File: src/rtl/pcie_rx_tlp_demux.sv
// Splits the multi-channel PCIe RX AXIS stream into MMIO-request and DMA/completion streams; one registered cycle,
// beat stalls until every needed output can load. Optional saturating protocol-error counter: PCIE_RX_DEMUX_ERR_EN.

package pcie_rx_tlp_demux_pkg;
  localparam int FIM_PCIE_TLP_CH = 2;
  localparam int HDR_W           = 32;
  localparam int PAYLOAD_W       = 32;

  typedef struct packed {
    logic                 valid;
    logic                 sop;
    logic                 eop;
    logic [HDR_W-1:0]     hdr;
    logic [PAYLOAD_W-1:0] payload;
  } t_tlp_ch;

  typedef struct packed {
    logic       mmio_req;
    logic [6:0] misc;
  } t_tlp_user;

  typedef struct packed {
    logic                                 tvalid;
    logic                                 tlast;
    t_tlp_user [FIM_PCIE_TLP_CH-1:0]      tuser;
    t_tlp_ch   [FIM_PCIE_TLP_CH-1:0]      tdata;
  } t_axis_pcie_rxs;
endpackage

module pcie_rx_tlp_demux
  import pcie_rx_tlp_demux_pkg::*;
#(
  parameter int NUM_CH    = FIM_PCIE_TLP_CH,
  parameter int ERR_CNT_W = 16
) (
  input  logic                 avl_clk,
  input  logic                 avl_rst,
  input  t_axis_pcie_rxs       rx_in,
  output logic                 rx_in_tready,
  output t_axis_pcie_rxs       mmio_out,
  input  logic                 mmio_tready,
  output t_axis_pcie_rxs       dma_out,
  input  logic                 dma_tready,
  output logic [ERR_CNT_W-1:0] err_cnt
);

  localparam logic [1:0] ST_IDLE      = 2'd0;
  localparam logic [1:0] ST_OPEN_MMIO = 2'd1;
  localparam logic [1:0] ST_OPEN_DMA  = 2'd2;

  logic [1:0]        route_q;
  logic [1:0]        route_nxt;
  logic [NUM_CH-1:0] to_mmio;
  logic [NUM_CH-1:0] to_dma;
  logic              need_mmio;
  logic              need_dma;
  logic              out_ld_mmio;
  logic              out_ld_dma;
  logic              accept;
  t_axis_pcie_rxs    mmio_q;
  t_axis_pcie_rxs    dma_q;
  t_axis_pcie_rxs    mmio_nxt;
  t_axis_pcie_rxs    dma_nxt;

`ifdef PCIE_RX_DEMUX_ERR_EN
  localparam int EV_W = $clog2(NUM_CH + 1);
  logic [EV_W-1:0] err_events;
`endif

  // Walk channels in order so a TLP closing on chN and one opening on chN+1 resolve within the same beat.
  always_comb begin
    route_nxt = route_q;
    to_mmio   = '0;
    to_dma    = '0;
`ifdef PCIE_RX_DEMUX_ERR_EN
    err_events = '0;
`endif
    for (int ch = 0; ch < NUM_CH; ch++) begin
      if (rx_in.tdata[ch].valid) begin
        if (rx_in.tdata[ch].sop) begin
`ifdef PCIE_RX_DEMUX_ERR_EN
          if (route_nxt != ST_IDLE) err_events = err_events + EV_W'(1);
`endif
          to_mmio[ch] = rx_in.tuser[ch].mmio_req;
          to_dma[ch]  = ~rx_in.tuser[ch].mmio_req;
          if (rx_in.tdata[ch].eop) route_nxt = ST_IDLE;
          else route_nxt = rx_in.tuser[ch].mmio_req ? ST_OPEN_MMIO : ST_OPEN_DMA;
        end else if (route_nxt == ST_IDLE) begin
`ifdef PCIE_RX_DEMUX_ERR_EN
          err_events = err_events + EV_W'(1);
`endif
        end else begin
          to_mmio[ch] = (route_nxt == ST_OPEN_MMIO);
          to_dma[ch]  = (route_nxt == ST_OPEN_DMA);
          if (rx_in.tdata[ch].eop) route_nxt = ST_IDLE;
        end
      end
    end
  end

  always_comb begin
    mmio_nxt        = rx_in;
    dma_nxt         = rx_in;
    mmio_nxt.tvalid = 1'b1;
    dma_nxt.tvalid  = 1'b1;
    mmio_nxt.tlast  = 1'b1;
    dma_nxt.tlast   = 1'b1;
    for (int ch = 0; ch < NUM_CH; ch++) begin
      if (!to_mmio[ch]) begin
        mmio_nxt.tdata[ch].valid = 1'b0;
        mmio_nxt.tdata[ch].sop   = 1'b0;
        mmio_nxt.tdata[ch].eop   = 1'b0;
      end
      if (!to_dma[ch]) begin
        dma_nxt.tdata[ch].valid = 1'b0;
        dma_nxt.tdata[ch].sop   = 1'b0;
        dma_nxt.tdata[ch].eop   = 1'b0;
      end
    end
  end

  assign need_mmio    = |to_mmio;
  assign need_dma     = |to_dma;
  assign out_ld_mmio  = ~mmio_q.tvalid | mmio_tready;
  assign out_ld_dma   = ~dma_q.tvalid | dma_tready;
  assign rx_in_tready = ~avl_rst & (~need_mmio | out_ld_mmio) & (~need_dma | out_ld_dma);
  assign accept       = rx_in.tvalid & rx_in_tready;

  always_ff @(posedge avl_clk or posedge avl_rst) begin
    if (avl_rst) begin
      route_q <= ST_IDLE;
      mmio_q  <= '0;
      dma_q   <= '0;
    end else begin
      if (accept) route_q <= route_nxt;
      if (accept && need_mmio) mmio_q <= mmio_nxt;
      else if (out_ld_mmio) mmio_q.tvalid <= 1'b0;
      if (accept && need_dma) dma_q <= dma_nxt;
      else if (out_ld_dma) dma_q.tvalid <= 1'b0;
    end
  end

  assign mmio_out = mmio_q;
  assign dma_out  = dma_q;

`ifdef PCIE_RX_DEMUX_ERR_EN
  logic [ERR_CNT_W:0]   err_sum;
  logic [ERR_CNT_W-1:0] err_cnt_q;

  assign err_sum = {1'b0, err_cnt_q} + (ERR_CNT_W + 1)'(err_events);

  always_ff @(posedge avl_clk or posedge avl_rst) begin
    if (avl_rst) err_cnt_q <= '0;
    else if (accept) err_cnt_q <= err_sum[ERR_CNT_W] ? '1 : err_sum[ERR_CNT_W-1:0];
  end

  assign err_cnt = err_cnt_q;
`else
  assign err_cnt = '0;
`endif

endmodule

File: config.mk
export PLATFORM = sky130hd
export DESIGN_NAME = pcie_rx_tlp_demux
export DESIGN_NICKNAME = d
export VERILOG_FILES = /design/src/rtl/pcie_rx_tlp_demux.sv
export SDC_FILE = /design/constraint.sdc
export NUM_CORES = 1
export LEC_CHECK = 0
export BUFFER_PORTS_ARGS = -buffer_cell sky130_fd_sc_hd__buf_2
export CORE_MARGIN = 2
export CORE_UTILIZATION = 30
export DETAILED_ROUTE_END_ITERATION = 7
export GPL_ROUTABILITY_DRIVEN = 0
export PLACE_DENSITY = 0.63
export SETUP_SLACK_MARGIN = 0.2
export SYNTH_ARGS = -nofsm -noshare
export SYNTH_HDL_FRONTEND = slang
export SYNTH_SLANG_ARGS = --single-unit
File: constraint.sdc
create_clock -name avl_clk -period 11.3 [get_ports avl_clk]
set_input_delay 0.565 -clock avl_clk [delete_from_list [all_inputs] [get_ports avl_clk]]
set_output_delay 0.565 -clock avl_clk [all_outputs]
set_load 0.005 [all_outputs]
==> flow_summary_export.csv <==
group,metric,value,unit
pwr,power.internal,2.78,mW
critical_path,worst-endpoint-arrival,3.84,ns
grt,antenna_found_initial,0,
pwr,seq_power_share,43.4,%
synth,yosysMostFrequentCell,"dfrtp_1",
status,outcome,"complete, no violations",
timing,fin_crit_sh,30.5,%
grt,grt_use_total,14.4,%
timing,fmax,0.291,GHz
critical_path,crit_fanout,53,
synth,postSynth.asyncResetShare,100,%
timing,hold_violations,0,
grt,grt_pass1_wl,49600,um
critical_path,path_class,"reg2reg",
synth,syn-mean-instance-area,17.4,um^2
pwr,p_per_area,233,nW/um^2
detailed_routing,vias,7851,
synth,synth.distinct_cells,43,
synth,synth_seq_cells,306,
floorplanning,die_area,43500,um^2
floorplanning,io_pins,477,
synth,synth_area,12600,um^2
cells_and_area,multi_input_area,4400,um^2
worst_hold_path,hold_class,"in2async",
pwr,combPwrFrac,26.4,%
critical_path,startpoint_type,"flip-flop",
synth,synth_top_cells_by_area,"dfrtp_1 (61%), mux2_4 (18%), mux2_2 (7.2%), mux2_1 (5.6%), buf_12 (1.8%)",
floorplanning,core,41100,um^2
cts,ctsHoldBuffers,0,
pwr,switching_share,26.9,%
cts,post-cts-setup-buffers,0,
timing,min_period,3.44,ns
grt,grt-ovfl-total,0,
cells_and_area,area_growth,29.9,%
detailed_routing,vias_per_cell,4.49,
critical_path,cp.required,11.70,ns
cells_and_area,num_antenna_cells,0,
pwr,power_switching,1.02,mW
cts,cts.sinks,306,
pwr,pwr-share-clk,30.2,%
detailed_routing,postRouteAntennaNets,0,
cts,root_buffer,"clkbuf_16",
timing,setup_tns,0,ns
detailed_routing,first_pass_iters,4,
floorplanning,start_util,30.5,%
cts,cts.htree.levels,2,
cts,clockBufferDepth,3,
cts,clk_pin_slew,0.06,ns
timing,setup-violations-final,0,
synth,synth.largest_area_cell,"dfrtp_1",
detailed_routing,wl,31900,um
synth,ys_warn_count,0,
cts,cts_tree,"built",
synth,synth-edff-count,0,
grt,grt_max_degree,178,
cells_and_area,fill_cells,3941,
synth,synth-main-ff-cell,"dfrtp_1",
cells_and_area,register_area,7660,um^2
floorplanning,die_h,209,um
critical_path,end_kind,"flip-flop",
critical_path,cp-startpoint,"route_q[0]$_DFFE_PP0N_",
placed_design,io_buffers,459,
floorplanning,placementRows,74,
placed_design,hpwl,22400,um
cells_and_area,design_area,16300,um^2
cts,cts_resized,0,
synth,yosys.area.top_type_share,61.0,%
grt,grt_pass1_vias,8436,
cells_and_area,nNetsFinal,1347,
synth,syn_inst,720,
cts,cts-buffers-inserted,35,
pwr,ir_worst_vdd,0.000129,V
cells_and_area,final_layout_size_suffix_gt1_share,62.5,%
pwr,leakagePower,8.42,nW
timing,fin_skew,0.0111,ns
timing,grt_setup_unrepaired,"no",
detailed_routing,routedWlPerCell,18.2,um
timing,drv_slew,0,
placed_design,placed_area,15100,um^2
detailed_routing,drtIter0Drc,323,
detailed_routing,drc,0,
cts,clkLatencyLatePin,0.52,ns
timing,tightest_slew,1.20,ns
synth,synth_seq_area_share,61.0,%
synth,synth_common_cells,"dfrtp_1 (306), mux2_4 (148), mux2_2 (80), mux2_1 (62), buf_4 (21)",
flow_run,maxCapViolCount,0,
floorplanning,die-width,209,um
critical_path,rr_startpoint,"route_q[0]$_DFFE_PP0N_",
timing,slew_headroom,19.8,%
[final cells by class]
class / count / area share (%)
flip-flops and latches: 306 / 46.9
well taps: 532 / 4.08
repair buffers: 468 / 14.6
clock buffers: 58 / 6.96
inverters: 6 / 0.184
multi-input cells: 374 / 27.0
clock inverters: 4 / 0.314
[sequential cells by signal, summed over array words and instances, names as in the netlist]
signal    count
mmio_out    152
dma_out     152
route_q       2
[metrics by stage]
step	power, mW	worst slack, ns	instances	hold WS (ns)	utilization, %
after floorplan	2.16	2.26	735	0.459	-
after global placement	2.65	7.56	1686	0.449	36.8
after detailed placement	2.68	7.52	1686	0.453	36.8
after CTS	3.86	7.83	1748	0.225	39.7
after global routing	4.01	7.69	1748	0.243	39.7
final	3.80	7.86	1748	0.203	39.7
[per-layer routing]
metal	share of wire (%)	global-route usage, %	routed length (um)
met1	41	17.5	13100
met2	48	23.9	15300
met3	8.5	4.85	2720
met4	2.6	5.17	833
met5	0	0	0
[path summary, 6_finish.rpt]
check,slack (ns),cells past startpoint,end
setup / recovery,7.86,7,dma_out[102]$_DFFE_PP0P_
hold / removal,0.20,2,mmio_out[111]$_DFFE_PP0P_
setup reg to reg,7.86,7,dma_out[102]$_DFFE_PP0P_
hold reg to reg,0.46,1,mmio_out[150]$_DFFE_PP0P_
max in group asynchronous,9.39,3,dma_out[28]$_DFFE_PP0P_
min in group avl_clk,0.27,2,mmio_out[113]$_DFFE_PP0P_
[power groups by stage]
stage | combinational, mW | clock, mW | sequential (mW)
6_report | 1.00 | 1.15 | 1.65
5_1_grt | 1.08 | 1.23 | 1.70
4_1_cts | 1.02 | 1.18 | 1.65
3_5_place_dp | 1.01 | 0 | 1.66
3_3_place_gp | 1.00 | 0 | 1.64
2_1_floorplan | 0.474 | 0 | 1.68
[kinds of logic (layout without fill, tap and decap cells)]
logic type      Yosys count  count (layout)  synth area share, %
simple gates             25              25                 1.16
compound gates           43              43                 2.90
buf+inv                  55             536                 4.51
mux                     290             290                 30.4
flops                   306             306                 61.0
other cells               1              16               0.0299
[critical path, stage by stage, from the launching register on]
cell      delay [ns]
dfrtp_1         0.43
a21bo_2         0.25
a221oi_2        0.36
a311oi_2        0.27
o211ai_4        0.23
buf_4           0.46
buf_4           0.80
mux2_2          0.42
[placed cells by master (no fill, tap or decap), types with 2 or more instances in the layout]
master,instances
nor2b_1,3
inv_1,5
dfrtp_1,306
nand2b_1,7
a21boi_0,2
a21oi_1,4
mux2_2,80
o21ai_0,4
o21bai_1,2
conb_1,16
a22o_1,7
and3_1,2
a211oi_1,2
nand2_1,3
a21o_1,3
o22ai_1,2
clkbuf_16,37
mux2_1,62
clkbuf_8,13
buf_4,8
nand3_1,2
buf_2,459
nor2_1,5
clkbuf_1,8
mux2_4,148
No activity file was read; power rests on OpenSTA's default activity.
